### src/rtl/bounce_gen_pkg.sv
// Shared types and constants for the bounce generator: FSM states, LFSR mask/seed
// and the single-step LFSR function.
package bounce_gen_pkg;

  typedef enum logic [1:0] {
    IDLE   = 2'd0,
    BOUNCE = 2'd1,
    SETTLE = 2'd2
  } state_t;

  localparam logic [15:0] LFSR_MASK    = 16'hB400;
  localparam logic [15:0] DEFAULT_SEED = 16'hACE1;

  // Right-shifting Galois step: the bit shifted out of q[0] selects the feedback taps.
  function automatic logic [15:0] lfsr_step(input logic [15:0] q);
    return q[0] ? ((q >> 1) ^ LFSR_MASK) : (q >> 1);
  endfunction

endpackage

### src/rtl/bounce_gen_lfsr16.sv
// 16-bit Galois LFSR. It advances every cycle and can be reloaded with a seed; a zero
// seed would lock the register up, so zero is replaced by the reset seed.
module lfsr16
  import bounce_gen_pkg::*;
#(
  parameter logic [15:0] SEED = DEFAULT_SEED
) (
  input  logic        clk,
  input  logic        rst_n,
  input  logic        load,
  input  logic [15:0] seed,
  output logic [15:0] q
);

  always_ff @(posedge clk) begin
    if (!rst_n)    q <= SEED;
    else if (load) q <= (seed == 16'h0000) ? SEED : seed;
    else           q <= lfsr_step(q);
  end

endmodule

### src/rtl/bounce_gen.sv
// Mechanical contact bounce emulator: replays btn_clean edges as a random-length burst of
// LFSR noise followed by a settle pulse. Define BOUNCE_GEN_STATS_EN to add the event_cnt output.
module bounce_gen
  import bounce_gen_pkg::*;
#(
  parameter int          BOUNCE_MIN = 4,
  parameter int          RANGE_LOG2 = 3,
  parameter logic [15:0] LFSR_SEED  = DEFAULT_SEED
) (
  input  logic        clk,
  input  logic        rst_n,
  input  logic        enable,
  input  logic        btn_clean,
  input  logic        seed_load,
  input  logic [15:0] seed,
  output logic        btn_bouncy,
  output logic        bouncing,
  output logic        settle_done
`ifdef BOUNCE_GEN_STATS_EN
  ,
  output logic [15:0] event_cnt
`endif
);

  // RANGE_LOG2 may be 0, so the random field is taken by masking rather than slicing.
  localparam logic [15:0] RAND_MASK = 16'((1 << RANGE_LOG2) - 1);

  state_t      state, state_d;
  logic        level, level_d;
  logic        target, target_d;
  logic [8:0]  count, count_d;
  logic        bouncy_d;
  logic [15:0] lfsr_q;
  logic [8:0]  count_load;

  lfsr16 #(.SEED(LFSR_SEED)) u_lfsr (
    .clk   (clk),
    .rst_n (rst_n),
    .load  (seed_load),
    .seed  (seed),
    .q     (lfsr_q)
  );

  assign count_load = 9'(BOUNCE_MIN) + 9'(lfsr_q & RAND_MASK);

  always_comb begin
    state_d  = state;
    level_d  = level;
    target_d = target;
    count_d  = count;
    if (!enable) begin
      state_d = IDLE;
      level_d = btn_clean;
      count_d = '0;
    end else begin
      case (state)
        IDLE: begin
          if (btn_clean != level) begin
            target_d = btn_clean;
            count_d  = count_load;
            state_d  = BOUNCE;
          end
        end
        BOUNCE: begin
          // A new edge on the input restarts the burst with a fresh random length.
          if (btn_clean != target) begin
            target_d = btn_clean;
            count_d  = count_load;
          end else if (count <= 9'd1) begin
            count_d = '0;
            state_d = SETTLE;
          end else begin
            count_d = count - 9'd1;
          end
        end
        SETTLE: begin
          level_d = target;
          state_d = IDLE;
        end
        default: state_d = IDLE;
      endcase
    end

    // Outputs are registered from the next state so they line up with the state register.
    bouncy_d = level_d;
    case (state_d)
      BOUNCE:  bouncy_d = lfsr_q[0];
      SETTLE:  bouncy_d = target_d;
      default: bouncy_d = level_d;
    endcase
  end

  always_ff @(posedge clk) begin
    if (!rst_n) begin
      state       <= IDLE;
      level       <= 1'b0;
      target      <= 1'b0;
      count       <= '0;
      btn_bouncy  <= 1'b0;
      bouncing    <= 1'b0;
      settle_done <= 1'b0;
    end else begin
      state       <= state_d;
      level       <= level_d;
      target      <= target_d;
      count       <= count_d;
      btn_bouncy  <= bouncy_d;
      bouncing    <= (state_d == BOUNCE);
      settle_done <= (state_d == SETTLE);
    end
  end

`ifdef BOUNCE_GEN_STATS_EN
  always_ff @(posedge clk) begin
    if (!rst_n)           event_cnt <= '0;
    else if (settle_done) event_cnt <= event_cnt + 16'd1;
  end
`endif

endmodule
### config.mk
export PLATFORM = sky130hd
export DESIGN_NAME = bounce_gen
export DESIGN_NICKNAME = d
export VERILOG_FILES = /design/src/rtl/bounce_gen_pkg.sv /design/src/rtl/bounce_gen_lfsr16.sv /design/src/rtl/bounce_gen.sv
export SDC_FILE = /design/constraint.sdc
export NUM_CORES = 1
export LEC_CHECK = 0
export BUFFER_PORTS_ARGS = -buffer_cell sky130_fd_sc_hd__clkbuf_2
export CORE_AREA = 5 5 74 76
export DETAILED_ROUTE_END_ITERATION = 6
export DIE_AREA = 0 0 79 81
export GPL_TIMING_DRIVEN = 0
export PLACE_DENSITY = 0.6
export SLEW_MARGIN = 25
export SYNTH_ARGS = -nofsm -noshare
export SYNTH_HDL_FRONTEND = slang
export SYNTH_SLANG_ARGS = --single-unit
### constraint.sdc
create_clock -name clk -period 2.4 [get_ports clk]
set_input_delay 0.6 -clock clk [delete_from_list [all_inputs] [get_ports clk]]
set_output_delay 0.6 -clock clk [all_outputs]
set_load 0.01 [all_outputs]
# After elaboration in Yosys (flattened, before gate mapping)
# Index checks and enable logic that the tools add are counted.
[word_totals]
register_bits = 32
in_bits = 21
out_inout_bits = 3
word_cells = 43
[op_classes]
n_addsub = 2
order_cmp = 1
eq_ne = 7
muxes = 19
bitwise = 1
n_reduce_logical = 5
[op_table]
columns = ["cell", "n"]
rows = [
  ["16-bit two-way mux", 3],
  ["9-bit two-way mux", 3],
  ["9-bit one-hot mux with 2 select lines", 1],
  ["16-bit zero test", 1],
  ["9-bit by 1-bit less-or-equal comparator with 1-bit output, second input constant", 1],
  ["9-bit by 1-bit subtractor with 9-bit output, second input constant", 1],
  ["2-bit two-way mux", 4],
  ["1-bit two-way mux", 5],
  ["3-bit by 3-bit adder with 4-bit output, first input constant", 1],
  ["2-bit by 1-bit equality test with 1-bit output, second input constant", 2],
  ["2-bit equality test, second input constant", 2],
  ["3-bit NOT with 4-bit output", 1],
  ["1-bit one-hot mux with 2 select lines", 2],
  ["2-bit one-hot mux with 2 select lines", 1],
  ["2-bit AND reduction", 2],
  ["2-bit zero test", 1],
  ["1-bit inequality test", 2],
  ["2-bit inequality test, second input constant", 1],
  ["2-bit nonzero test", 1],
]

# Logic depth before layout (Yosys ltp)
[logic_depth]
ltp_word = 7
mapped_depth = 9
ltp_nobuf = 9

# Cells and area by module
# From an unflattened synthesis, not the netlist that was laid out.
[unflattened]
hier_cells = 163
hier_area_um2 = 1565.3
[by_module_without_submodules]
columns = ["mod", "n_inst", "cells_per_inst", "area_per_inst_um2", "seq_area_each_um2"]
rows = [
  ["bounce_gen", 1, 110, 955.9, 320.3],
  ["lfsr16", 1, 53, 609.3, 320.3],
]

# Worst setup path after synthesis
# Ideal clock, no wire load.
[synth_path]
path_type = "input port to flip-flop"
from = "input port btn_clean"
to = "register count[3]"
setup_ns = 0.114
t_arrival_ns = 1.792
required_ns = 2.286
setup_slack_ns = 0.494
path_stages = 6
path_buffers = 1
cell_sequence = "ha_1 > nand3b_1 > a31oi_1 > buf_4 > a21oi_1 > a2111oi_0"
[synth_via]
elab_chain_len = 3
elab_cells_between_ends = 6
cone_classes = "3 x eq/ne; 2 x mux; 1 x reduce/logical"
[synth_lines]
columns = ["item", "line", "text"]
rows = [
  ["start, declared", "bounce_gen.sv:13", "input logic btn_clean,"],
  ["1-bit inequality test (on tied branches)", "bounce_gen.sv:66, bounce_gen.sv:58", ""],
  ["9-bit two-way mux / 2-bit inequality test (equally long branches)", "--", ""],
  ["9-bit one-hot mux with 2 select lines / 2-bit AND reduction (equally long branches)", "--", ""],
  ["end signal, assigned", "bounce_gen.sv:106", "count <= count_d;"],
  ["end, declared", "bounce_gen.sv:31", "logic [8:0] count, count_d;"],
]
# Parallel ways exist; a longest one is shown, timed or not.
# A chain may end at the register's enable or synchronous reset.

# Worst setup path in the final report
[layout_path]
from = "register count[4]"
to = "register btn_bouncy"
[layout_via]
elab_chain_len = 7
elab_cells_between_ends = 8
cone_classes = "1 x order compare; 2 x eq/ne; 5 x mux"
[layout_lines]
columns = ["item", "line", "text"]
rows = [
  ["9-bit by 1-bit less-or-equal comparator with 1-bit output (*)", "bounce_gen.sv:69", "end else if (count <= 9'd1) begin"],
  ["2-bit two-way mux (*)", "bounce_gen.sv:69", ""],
  ["2-bit two-way mux (*)", "bounce_gen.sv:66", "if (btn_clean != target) begin"],
  ["2-bit one-hot mux with 2 select lines (*)", "bounce_gen.sv:56", "case (state)"],
  ["2-bit two-way mux (*)", "bounce_gen.sv:51", "if (!enable) begin"],
  ["net state_d[1]", "bounce_gen.sv:28", "state_t state, state_d;"],
  ["2-bit equality test / 2-bit by 1-bit equality test with 1-bit output (equally long branches)", "bounce_gen.sv:86", "case (state_d)"],
  ["1-bit one-hot mux with 2 select lines (*)", "bounce_gen.sv:86", ""],
  ["end signal, assigned", "bounce_gen.sv:107", "btn_bouncy <= bouncy_d;"],
  ["end, declared", "bounce_gen.sv:16", "output logic btn_bouncy,"],
]
# The timed path passes the listed nets; every way through them passes the cells marked *.

==> impl_metrics.env <==
export IMPL_antenna_found_initial=0
export IMPL_power_leakage_nw=0.756
export IMPL_final_common_cell="dfxtp_1"
export IMPL_critPathSlowestCell="nor4_4"
export IMPL_clk_latency_ps=280
export IMPL_finalInstanceArea_mm2=0.00185
export IMPL_place_gp_congestion=0.761
export IMPL_synth_top_family_by_area="simple AND/OR/NAND/NOR gates"
export IMPL_rsz0062_at_grt="no"
export IMPL_synth_edff_count=0
export IMPL_maxCapViolations=0
export IMPL_worst_path_max_fanout=6
export IMPL_grt_max_degree=11
export IMPL_clock_fmax_mhz=474
export IMPL_dominantRegCellSynth="dfxtp_1"
export IMPL_finalWorstPathRequiredPeriod_ps=2110
export IMPL_diodes=0
export IMPL_die_area_mm2=0.00640
export IMPL_syn_inst=173
export IMPL_dp_cells=248
export IMPL_synth_area_mux_share_pct=7.08
export IMPL_numPortBuffers=21
export IMPL_dieWidth_um=79
export IMPL_drt_iter0_drc=32
export IMPL_layout_common_cells="dfxtp_1, clkbuf_2, nand2_1, nor2_1, mux2i_1"
export IMPL_fin_skew_ps=6.71
export IMPL_tns_ps=0
export IMPL_synth_avg_cell_area_um2=9.09
export IMPL_clk_pin_slew_worst_paths_ps=70
export IMPL_drtAntennaViolNets=0
export IMPL_wire_per_inst_um=13.4
export IMPL_synth_adder_area_share_pct=4.77
export IMPL_synth_cell_types=42
export IMPL_grt_first_pass_wirelength_um=6010
export IMPL_grt_total_usage_pct=12.0
export IMPL_hold_viol=0
export IMPL_cts_root_buf="clkbuf_8"
export IMPL_cts_tree="done"
export IMPL_power_density_mw_per_mm2=694
export IMPL_synth_top_area_share_pct=40.7
export IMPL_start_util_pct=33.7
export IMPL_critical_path_top_delay_family="simple AND/OR/NAND/NOR gates"
export IMPL_viasPerCell=5.27
export IMPL_layoutNonFillerInstCount=256
export IMPL_ir_drop_mv=0.250
export IMPL_slowest_delay_ps=430
export IMPL_cts_buffers=5
export IMPL_overflow=0
export IMPL_grt_pass1_vias=1361
export IMPL_place_hpwl_um=2590
export IMPL_syn_to_final_growth_pct=17.8
export IMPL_drcViolationCount=0
export IMPL_synth_area_leaders="dfxtp_1, mux2i_1, ha_1"
export IMPL_cp_end_kind="flop"
export IMPL_min_period_over_period_pct=87.9
export IMPL_yosys_area_top_type="dfxtp_1"
export IMPL_placed_area_mm2=0.00175
export IMPL_cts_resized=0
export IMPL_crit_chain="nor4_4 -> nand3_1 -> nor3b_1 -> ha_1 -> o2111ai_1 -> a221oi_1"
export IMPL_clock_sinks=32
export IMPL_crit_buf_inv=0
export IMPL_total_power_mw=1.29
export IMPL_synth_xor_area_share_pct=2.23
export IMPL_ys_async_sr_fraction_pct=0
export IMPL_holdBufCountCts=0
export IMPL_core_area_mm2=0.00466
export IMPL_cts_path_max_buffers=2
export IMPL_drtPass1Iterations=4
export IMPL_num_vias=1349
export IMPL_final_nets=228
export IMPL_synth_compound_area_share_pct=16.4
export IMPL_synth_seq_cells=32
export IMPL_die_y_um=81
export IMPL_synth_cell_area_mm2=0.00157
export IMPL_ys_seq_area_share_pct=40.7
export IMPL_worstSetupStartpointType="flop"
export IMPL_setup_viol=0
export IMPL_max_slew_worst_pin_slew_ps=601
export IMPL_cts_setup_buffers=0
export IMPL_slew_violations=0
export IMPL_layout_drive_gt1_share_pct=20.3
export IMPL_finish_utilization_pct=39.8
export IMPL_cp_arrival_ps=2290
export IMPL_ys_warnings_count=0
export IMPL_rows=25
export IMPL_htreeDepth=2
export IMPL_wl_um=3420
export IMPL_maxSlewHeadroom_pct=60.0
export IMPL_hold_class="flop to flop"
export IMPL_pin_count=24
export IMPL_status="finished, final reports clean"
export IMPL_synth_simple_gate_area_share_pct=24.5
export IMPL_path_class="flop to flop"
export IMPL_synthesis_nets=200
export IMPL_crit_required_ps=2580
## area by class of cell
type / count / area [µm²]
tap: 54 / 67.6
timing repair buffer: 21 / 105
inverter: 9 / 33.8
fill: 480 / 2810
sequential: 32 / 641
multi-input combinational: 125 / 865
clock inverter: 2 / 35.0
buffer: 7 / 33.8
clock buffer: 6 / 72.6
## synth_stat cells (2+ instances only)
cell / instances
nor2_1: 13
nor2b_1: 3
mux2i_1: 10
a31oi_1: 7
nand3b_1: 3
o21ai_0: 2
a21oi_1: 4
clkbuf_1: 5
inv_1: 8
nand3_1: 9
xor2_1: 3
buf_4: 2
and2_1: 4
or4_4: 3
a221oi_1: 2
nand4_1: 2
ha_1: 6
nand2_1: 18
nand2b_1: 2
dfxtp_1: 32
o22ai_1: 8
nor3_1: 6
or3b_1: 2
## final timing paths
path	from	end	slack [ps]	cells past startpoint
max	count[4]$_SDFFE_PN0P_	btn_bouncy$_SDFF_PN0_	290	6
min	u_lfsr.q[12]$_SDFF_PN0_	u_lfsr.q[11]$_SDFF_PN1_	460	2
max reg2reg	count[4]$_SDFFE_PN0P_	btn_bouncy$_SDFF_PN0_	290	6
min reg2reg	u_lfsr.q[12]$_SDFF_PN0_	u_lfsr.q[11]$_SDFF_PN1_	460	2
## worst reg2reg max path: cells and delay by family, from the launching register on
kind                       cells  cell delay [ps]
and+or+nand+nor                3              990
DFF                            1              360
adders and majority gates      1              270
AOI/OAI and AO/OA              2              390
## power breakdown
part / total (mW) / switching (mW) / internal [mW]
logic: 0.198 / 0.112 / 0.0860
registers: 0.582 / 0.0191 / 0.563
clock network: 0.506 / 0.198 / 0.308
## routing by layer
metal / vias up / wire, µm / track usage, %
met4: 0 / 62 / 5.67
met3: 8 / 169 / 3.44
met5: - / 0 / 0
met2: 37 / 1480 / 18.4
li1: 684 / - / -
met1: 620 / 1710 / 15.4
## cell families (layout without fill, tap and decap cells)
group	Yosys count	in the layout
AO/OA/AOI/OAI	34	34
XOR/XNOR	4	4
adder cells (fa/ha/maj)	6	6
buffers and inverters	16	45
flip-flops	32	32
multiplexers	11	11
AND/OR/NAND/NOR	70	70
## sequential cells by signal, indices dropped and copies added, names as in the netlist
register / cells
count: 9
u_lfsr.q: 16
level: 1
settle_done: 1
state: 2
bouncing: 1
target: 1
btn_bouncy: 1
## metrics by stage
stage / setup WS, ps / hold slack (ps)
after floorplan: 494 / 429
after detailed placement: 41.9 / 449
after CTS: 289 / 469
after global routing: 34.5 / 496
after global placement: 64.9 / 440
final: 290 / 464
Note: power is estimated with default switching activity, not from simulation.
